[config.mk]
export PLATFORM = sky130hd
export DESIGN_NAME = tt_capture_engine
export DESIGN_NICKNAME = d
export VERILOG_FILES = /design/src/rtl/tt_pkg.sv /design/src/rtl/tt_capture_engine_settle_timer.sv /design/src/rtl/tt_capture_engine.sv
export SDC_FILE = /design/constraint.sdc
export NUM_CORES = 1
export LEC_CHECK = 0
export ABC_AREA = 1
export BUFFER_PORTS_ARGS = -buffer_cell sky130_fd_sc_hd__buf_2
export CAP_MARGIN = 0
export CORE_ASPECT_RATIO = 2
export CORE_MARGIN = 2
export CORE_UTILIZATION = 50
export CTS_CLUSTER_SIZE = 28
export DETAILED_ROUTE_END_ITERATION = 6
export GPL_TIMING_DRIVEN = 0
export PLACE_DENSITY = 0.86
export RECOVER_POWER = 100
export SLEW_MARGIN = 10
export SYNTH_ARGS = -nofsm -noshare
export SYNTH_HDL_FRONTEND = slang
export SYNTH_HIERARCHICAL = 1
export SYNTH_SLANG_ARGS = --single-unit
[constraint.sdc]
create_clock -name clk -period 1.6 [get_ports clk]
set_input_delay 0.24 -clock clk [delete_from_list [all_inputs] [get_ports clk]]
set_output_delay 0.24 -clock clk [all_outputs]
set_load 0.02 [all_outputs]
[src/rtl/tt_pkg.sv]
// ---------------------------------------------------------------------------
// tt_pkg
// Shared constants and types for the truth-table capture engine.
//   N_IN      : number of inputs of the function under test
//   TT_W      : truth-table width, 2**N_IN
//   SETTLE_W  : width of the settle-window counter (SETTLE_CYCLES <= 15)
//   cap_state_e : capture FSM states
//   tt_t, cnt_t, settle_t : table, popcount and settle-counter types
// ---------------------------------------------------------------------------
package tt_pkg;

  localparam int N_IN     = 7;
  localparam int TT_W     = 2**N_IN;
  localparam int SETTLE_W = 4;

  typedef enum logic [1:0] {
    ST_IDLE   = 2'd0,
    ST_SETTLE = 2'd1,
    ST_SAMPLE = 2'd2,
    ST_DONE   = 2'd3
  } cap_state_e;

  typedef logic [TT_W-1:0]     tt_t;
  typedef logic [N_IN:0]       cnt_t;
  typedef logic [SETTLE_W-1:0] settle_t;

endpackage

[src/rtl/tt_capture_engine_settle_timer.sv]
// ---------------------------------------------------------------------------
// tt_settle_timer
// Loadable 4-bit counter that times the settle window of each input vector.
// Ports:
//   clk, rst   : clock, synchronous active-high reset
//   clr        : force the count to zero (highest priority)
//   load       : load load_val
//   load_val   : value for load
//   inc        : advance the count by one
//   term       : window length in cycles
//   expired    : high in the last cycle of the window, i.e. when the
//                count about to be taken reaches term
// ---------------------------------------------------------------------------
module tt_settle_timer
  import tt_pkg::*;
(
  input  logic    clk,
  input  logic    rst,
  input  logic    clr,
  input  logic    load,
  input  settle_t load_val,
  input  logic    inc,
  input  settle_t term,
  output logic    expired
);

  settle_t cnt_q, cnt_d;

  always_comb begin
    cnt_d = cnt_q;
    if (clr) begin
      cnt_d = '0;
    end else if (load) begin
      cnt_d = load_val;
    end else if (inc) begin
      cnt_d = cnt_q + settle_t'(1);
    end
  end

  // Compared one bit wider so a count of 15 cannot wrap into a false match.
  assign expired = ({1'b0, cnt_q} + 5'd1) == {1'b0, term};

  always_ff @(posedge clk) begin
    if (rst) begin
      cnt_q <= '0;
    end else begin
      cnt_q <= cnt_d;
    end
  end

endmodule

[src/rtl/tt_capture_engine.sv]
// ---------------------------------------------------------------------------
// tt_capture_engine
// Walks every input vector of an N_IN-input combinational function, samples
// its output and assembles the truth table plus its popcount.
//
// state  | meaning
// -------+---------------------------------------------------------------
// IDLE   | waiting for start, x_out = 0
// SETTLE | x_out = idx, waiting SETTLE_CYCLES cycles for f_in to settle
// SAMPLE | x_out = idx, f_in captured into tt[idx] at the end of the cycle
// DONE   | tt/ones valid, result_valid held until result_ready
//
// Ports:
//   clk, rst      : clock, synchronous active-high reset
//   start         : begin a capture (only honoured in IDLE)
//   busy          : capture in progress
//   x_out         : vector applied to the function under test
//   f_in          : function output, combinational from x_out
//   result_valid  : tt/ones valid, held until accepted
//   result_ready  : consumer accepts the result
//   tt            : truth table, tt[i] = f(i)
//   ones          : popcount of tt
// ---------------------------------------------------------------------------
module tt_capture_engine #(
  parameter int N_IN          = tt_pkg::N_IN,
  parameter int SETTLE_CYCLES = 1
) (
  input  logic                 clk,
  input  logic                 rst,
  input  logic                 start,
  output logic                 busy,
  output logic [N_IN-1:0]      x_out,
  input  logic                 f_in,
  output logic                 result_valid,
  input  logic                 result_ready,
  output logic [2**N_IN-1:0]   tt,
  output logic [N_IN:0]        ones
);

  localparam int TT_W = 2**N_IN;

  import tt_pkg::*;

  localparam settle_t          SETTLE_TC   = settle_t'(SETTLE_CYCLES);
  localparam logic             SKIP_SETTLE = (SETTLE_CYCLES == 0);
  localparam logic [N_IN-1:0]  IDX_LAST    = '1;

  cap_state_e        state_q, state_d;
  logic [N_IN-1:0]   idx_q, idx_d;
  logic [N_IN-1:0]   x_out_q, x_out_d;
  logic [TT_W-1:0]   tt_q, tt_d;
  logic [N_IN:0]     ones_q, ones_d;
  logic              busy_q, busy_d;
  logic              valid_q, valid_d;

  logic              tmr_clr;
  logic              tmr_inc;
  logic              tmr_expired;

  tt_settle_timer u_settle_timer (
    .clk      (clk),
    .rst      (rst),
    .clr      (tmr_clr),
    .load     (1'b0),
    .load_val ('0),
    .inc      (tmr_inc),
    .term     (SETTLE_TC),
    .expired  (tmr_expired)
  );

  always_comb begin
    state_d = state_q;
    idx_d   = idx_q;
    x_out_d = x_out_q;
    tt_d    = tt_q;
    ones_d  = ones_q;
    busy_d  = busy_q;
    valid_d = valid_q;
    tmr_clr = 1'b0;
    tmr_inc = 1'b0;

    unique case (state_q)
      ST_IDLE: begin
        x_out_d = '0;
        if (start) begin
          idx_d   = '0;
          tt_d    = '0;
          ones_d  = '0;
          busy_d  = 1'b1;
          tmr_clr = 1'b1;
          state_d = SKIP_SETTLE ? ST_SAMPLE : ST_SETTLE;
        end
      end

      ST_SETTLE: begin
        tmr_inc = 1'b1;
        if (tmr_expired) begin
          state_d = ST_SAMPLE;
        end
      end

      ST_SAMPLE: begin
        tt_d[idx_q] = f_in;
        ones_d      = ones_q + {{N_IN{1'b0}}, f_in};
        if (idx_q == IDX_LAST) begin
          state_d = ST_DONE;
          valid_d = 1'b1;
          busy_d  = 1'b0;
          x_out_d = '0;
        end else begin
          // x_out tracks the next index so the new vector is applied
          // in the very first cycle of its window.
          idx_d   = idx_q + 1'b1;
          x_out_d = idx_q + 1'b1;
          tmr_clr = 1'b1;
          state_d = SKIP_SETTLE ? ST_SAMPLE : ST_SETTLE;
        end
      end

      ST_DONE: begin
        x_out_d = '0;
        // start is deliberately not looked at here, so a start coinciding
        // with the handshake is dropped rather than queued.
        if (valid_q && result_ready) begin
          valid_d = 1'b0;
          state_d = ST_IDLE;
        end
      end

      default: begin
        state_d = ST_IDLE;
      end
    endcase
  end

  always_ff @(posedge clk) begin
    if (rst) begin
      state_q <= ST_IDLE;
      idx_q   <= '0;
      x_out_q <= '0;
      tt_q    <= '0;
      ones_q  <= '0;
      busy_q  <= 1'b0;
      valid_q <= 1'b0;
    end else begin
      state_q <= state_d;
      idx_q   <= idx_d;
      x_out_q <= x_out_d;
      tt_q    <= tt_d;
      ones_q  <= ones_d;
      busy_q  <= busy_d;
      valid_q <= valid_d;
    end
  end

  assign busy         = busy_q;
  assign x_out        = x_out_q;
  assign result_valid = valid_q;
  assign tt           = tt_q;
  assign ones         = ones_q;

endmodule

=== Yosys cells after proc, flatten, opt, wreduce, memory -nomap -nowiden ===
Index checks and enable logic that the tools add are counted.

* Input port bits: 5
* Register bits after elaboration: 158

* Order comparisons: 2
* Add/sub/neg operators: 4
* Muxes and demuxes: 27
* Reductions and logical operators: 13
* Equal/unequal tests: 10

{| class="wikitable"
|+ Operators with widths
! kind !! count
|-
| case mux 128 bit (2 select lines) || 1
|-
| bitwise mux 128 bit || 1
|-
| 2-to-1 mux 128 bit || 1
|-
| case mux 7 bit (2 select lines) || 2
|-
| 2-to-1 mux 7 bit || 3
|-
| case mux 8 bit (2 select lines) || 1
|-
| AND reduction 3 bit || 4
|-
| inequality test 2 bit, second input constant || 5
|-
| adder 8 x 1 -> 8 bit || 1
|-
| less-than comparator 7 x 8 -> 1 bit, second input constant || 1
|-
| 2-to-1 mux 1 bit || 8
|-
| 2-to-1 mux 2 bit || 4
|-
| 2-to-1 mux 8 bit || 1
|-
| case mux 2 bit (4 select lines) || 1
|-
| adder 7 x 1 -> 7 bit, second input constant || 1
|-
| demux 1 bit (select 7 bit) || 1
|-
| == test 7 bit, second input constant || 1
|-
| >= comparator 7 x 1 -> 1 bit, second input constant || 1
|-
| case mux 1 bit (2 select lines) || 3
|-
| nonzero test 2 bit || 3
|-
| adder 4 x 1 -> 5 bit, second input constant || 1
|-
| == test 5 x 1 -> 1 bit, second input constant || 1
|-
| adder 4 x 1 -> 4 bit, second input constant || 1
|-
| == test 2 bit, second input constant || 2
|-
| other kinds (5) || 7
|}

=== Logic depth before layout (Yosys ltp) ===
* Depth after elaboration: 6
* Gate-level depth with buffers: 13
* Gate-level depth less buffers: 13

=== By module ===
The synthesis kept the hierarchy.

{| class="wikitable"
|+ Modules (own cells, without submodules)
! module !! area an instance (um^2) !! cells an instance !! times used
|-
| tt_capture_engine || 7312.0 || 1093 || 1
|-
| tt_settle_timer || 352.8 || 60 || 1
|}

=== Worst setup path after synthesis ===
Ideal clock, no wire load.

* Kind: register to register
* Start point: register state_q[0]
* End point: register tt_q[62] (netlist: tt[62])
* Buffers on the path: 3
* Cell stages (with the launch flop): 12
* Clock period less this slack: 1.658 ns
* Path slack: -0.058 ns
* Data arrival time: 1.528 ns
* Library setup time: 0.130 ns
* Cells stage by stage: dfxtp_1 > inv_1 > ha_1 > buf_4 > nand2_1 > nand2_2 > buf_6 > nand2_2 > buf_2 > nor2_1 > a21oi_1 > nor3_2

* Longest elaborated chain between the ends: 3
* Elaborated cells on any way between the ends: 6

{| class="wikitable"
|+ Ends and longest elaborated chain
! item !! RTL line !! source
|-
| from (decl) || tt_capture_engine.sv:48 || <nowiki>cap_state_e state_q, state_d;</nowiki>
|-
| from (signal assigned) || tt_capture_engine.sv:146 || <nowiki>state_q <= state_d;</nowiki>
|-
| == test 2 bit or zero test 2 bit (tied branches) || tt_capture_engine.sv:82 || <nowiki>unique case (state_q)</nowiki>
|-
| nonzero test 2 bit (no source line) or inequality test 2 bit (tied branches) || -- ||
|-
| AND reduction 2 bit (no source line) || -- ||
|-
| to (signal assigned) || tt_capture_engine.sv:149 || <nowiki>tt_q <= tt_d;</nowiki>
|-
| to (decl) || tt_capture_engine.sv:51 || <nowiki>logic [TT_W-1:0] tt_q, tt_d;</nowiki>
|}

Several ways; a longest one is shown, not always the timed one.
A chain may end at the register's enable or synchronous reset.

=== Worst setup path in the final report ===
* Start point: register state_q[0]
* End point: register tt_q[76] (netlist: tt[76])

The elaborated chain is that of the path after synthesis.

==> summary by stage <==
Outcome
The flow ran to the end, but the final reports show violations. The final reports fail on negative setup slack.

Global routing
The overflow left after global routing is 0. The number of global-route vias before repair was 8266. The global-route wire length before repair is slightly above 40000 um. Entering global routing, the biggest net connects 17 pins. For met3 alone, demand over resource in global routing was 4.96%. The global routing's busiest layer is met2. In the global route stage, overall resource usage came out at 30.8%. In the global route stage, met2 resource usage came out at roughly 50%.

The initial antenna violation count came to 0. For this run, global-route usage on met1 was measured as 36.8%.

Final layout
The layout overhead on the synthesized area is 36.7%. The library cells used most frequently in the layout, excluding fill and tap cells, are 372 x nand2_1, 162 x clkbuf_1, 148 x dfxtp_1. The count of antenna diodes in the layout is 0. Of the cells placed in the final design, the portion with a size suffix greater than 1 is 22.1%. The commonest non-fill, non-tap cell in the layout is nand2_1. The fraction of the core area covered by cells at the end of the flow is between 60% and 70%.

For this run, the post-layout net count is between 1000 and 1500. Counting the fill cells in the layout gives 1095.

Timing
The final setup violation count is 137. The worst-case hold slack is 0.124 ns. The setup TNS is -9.41 ns.

At the pin with the least slew margin, the transition time is 0.656 ns. For the finished layout, the period the worst path requires is 1.85 ns. The number of max-slew violations in the final report is 0.

The hold violation count in the final report is 0. For this run, the top clock speed supported by timing is 0.541 GHz. The ratio of final minimum period to clock period is 116%. The smallest setup slack after layout is -0.248 ns.

The clock tree skew after final layout is roughly 0.0055 ns. Setup repair after global routing could not meet its margin everywhere. Measured against its own limit, the worst slew margin works out to 56.2%.

Logic synthesis
The flip-flop and latch count after synthesis is 158. The post-synthesis share of cell area spent on xor and xnor gates is less than 1%. The post-synthesis instance area is 7660 um2. Each instance of the synthesized netlist takes up on average ~6.6 um2. The synthesized-area fraction occupied by ao, oa, aoi and oai cells is 12.5%. The number of different library cells used by synthesis comes to 29.

The cell count after synthesis is 1153. After synthesis, the share of cell area in mux cells is 0%. Of the total synthesized cell area, the portion taken by AND, OR, NAND and NOR gates is around 37%.

For this run, the register share of the synthesized area comes to approximately 41%. The dominant combinational cell family by area after synthesis is simple AND/OR/NAND/NOR gates. The fraction of the mapped netlist area in adder cells is 1.31%. During synthesis, Yosys emitted a total of 6 warnings.

Pwr
Internal power comes to around 8 mW. Of the total power, the share spent switching nets is 36.2%. The logic gate share of total power is 33.7%.

The ratio of total power to cell area is 1210 nW/um2. The largest vdd supply drop is 852 uV. The net switching power is 4.61 mW. The static leakage power is roughly 3.7 nW. The part of the power in registers is about a third. The sum of internal, switching and leakage power is 12.7 mW. The fraction of power consumed by the clock network is 33.6%.

Placed design
After legalization and detailed placement, the total HPWL measured 17100 um. At the placement stage, the worst setup path has a slack of -0.319 ns. The routability congestion estimate from global placement is 0.933. Input and output buffers added on the ports amount to around 150.

Worst setup path
In this run the worst path has a maximum fanout of 10. STA puts the critical path data arrival time at 2.17 ns. Data on the critical path is required at its endpoint by around 1.9 ns. The element type at the critical path end is a flop. The element type at the critical path start is a flop. The path type of the worst setup path is reg2reg.

Floorplan
The die covers around 16000 um2. The horizontal die dimension is 91.6 um. The initial utilization of the core area, before any placement, comes to 50.6%. In this run the standard cell core region covers 15100 um2. The number of placed I/O pins is 150. In this run the core area contains 64 standard-cell rows. The die outline height is 179 um.

Detailed routing
The mean number of vias per cell is 6.21. Summed over all layers, the routed wires come to a little over 30000 um. After the first detailed-routing iteration, the DRC count stood at roughly 1500.

Across all layers, the routed design uses 9779 vias. The number of iterations in the first detailed-routing pass is 6. The detail route stage leaves a number of antenna-violating nets equal to 0. The total DRC errors in the routed layout is 0. The per-cell routed wire length is 19.7 um.

Hold path
The type of the most critical hold path is in2reg.

Clock tree
Counting the buffers created by CTS gives 17. After clock tree synthesis, the clock-pin slew on the worst setup and hold paths is 0.06 ns. TritonCTS built the clock tree.

The number of levels the H-tree was split into is 4. The longest clock path from root to sink contains 2 buffers. The sink count of the clock tree is 158. The root buffer cell is clkbuf_16. The worst-skew pair later-pin latency is about 0.43 ns. The hold buffer count at CTS is 0.

Flow run
The tool flagged a number of max-cap violations equal to 0.
repair_timing:
action,in CTS,in global routing
setup endpoints to repair,156,155
setup buffers,14,12
hold endpoints to repair,0,0
pin swaps,10,45
gates resized for setup,129,205
gates cloned,4,4
area by class of cell:
type / count / area [um2] / area share (%)
well taps: 198 / 248 / 2.36
multi-input cells: 884 / 4710 / 44.9
flip-flops and latches: 158 / 3190 / 30.4
repair buffers: 182 / 926 / 8.84
clock buffers: 22 / 474 / 4.53
inverters: 44 / 178 / 1.70
plain buffers: 77 / 623 / 5.95
clock inverters: 10 / 136 / 1.30
logic make-up (layout without fill, tap and decap cells):
family | Yosys count | after routing
AOI/OAI and AO/OA | 190 | 190
xor gates and xnor gates | 2 | 2
adders and majority gates | 8 | 8
buffers and inverters | 122 | 335
DFF | 158 | 158
other | 2 | 12
and+or+nand+nor | 671 | 672
critical path, stage by stage, from the launching register on:
cell and delay [ns]:
dfxtp_4 0.36, inv_6 0.08, ha_4 0.16, buf_6 0.13
nand2_4 0.07, nand2_8 0.12, buf_12 0.17, buf_12 0.16
nand3_1 0.17, o21ai_1 0.23, a21oi_1 0.06
per-layer routing:
metal	vias up	wire [um]	share of wire (%)
met5	-	0	0
met4	0	2790	9.0
met3	315	3840	12
met2	953	14200	46
met1	4348	10200	33
li1	4163	-	-
stage by stage:
stage / instances / instance area [um2]
after global routing: 1575 / 10500
after floorplan: 1163 / 7710
after CTS: 1559 / 9810
after global placement: 1510 / 8700
final: 1575 / 10500
after detailed placement: 1510 / 8700
worst paths after layout:
check | from | endpoint | slack, ns | cells past startpoint
min reg2reg | tt[125]$_SDFFE_PP0P_ | tt[125]$_SDFFE_PP0P_ | 0.46 | 2
max | state_q[0]$_SDFFE_PP0P_ | tt[76]$_SDFFE_PP0P_ | -0.25 | 10
max reg2reg | state_q[0]$_SDFFE_PP0P_ | tt[76]$_SDFFE_PP0P_ | -0.25 | 10
min | rst | u_settle_timer/cnt_q[1]$_SDFFE_PP0P_ | 0.12 | 4
flip-flops by register name (all words and copies together) (netlist names):
signal                flops
result_valid              1
tt                      128
u_settle_timer/cnt_q      4
busy                      1
idx_q                     7
ones                      8
state_q                   2
x_out                     7
cells in the mapped netlist (all sizes together):
library cell	count	area share, %
a21oi	125	8.2
a22oi	4	0.39
and3	2	0.16
buf	45	3.4
clkbuf	33	1.6
clkinv	1	0.049
conb	2	0.098
dfxtp	158	41
ha	8	1.3
inv	43	2.1
nand2	401	20
nand3	96	6.3
nand4	4	0.33
nor2	114	6.9
nor3	53	3.5
nor3b	1	0.098
o21ai	61	4.0
xnor2	1	0.11
xor2	1	0.11
power groups by stage:
stage / registers [mW] / clock network [mW] / logic [mW]
final: 4.15 / 4.28 / 4.29
after global routing: 4.16 / 4.40 / 4.49
after CTS: 4.14 / 4.22 / 3.27
after detailed placement: 4.20 / 0 / 2.66
after global placement: 4.19 / 0 / 2.60
after floorplan: 4.23 / 0 / 1.95
Note: power is estimated with default switching activity, not from simulation.
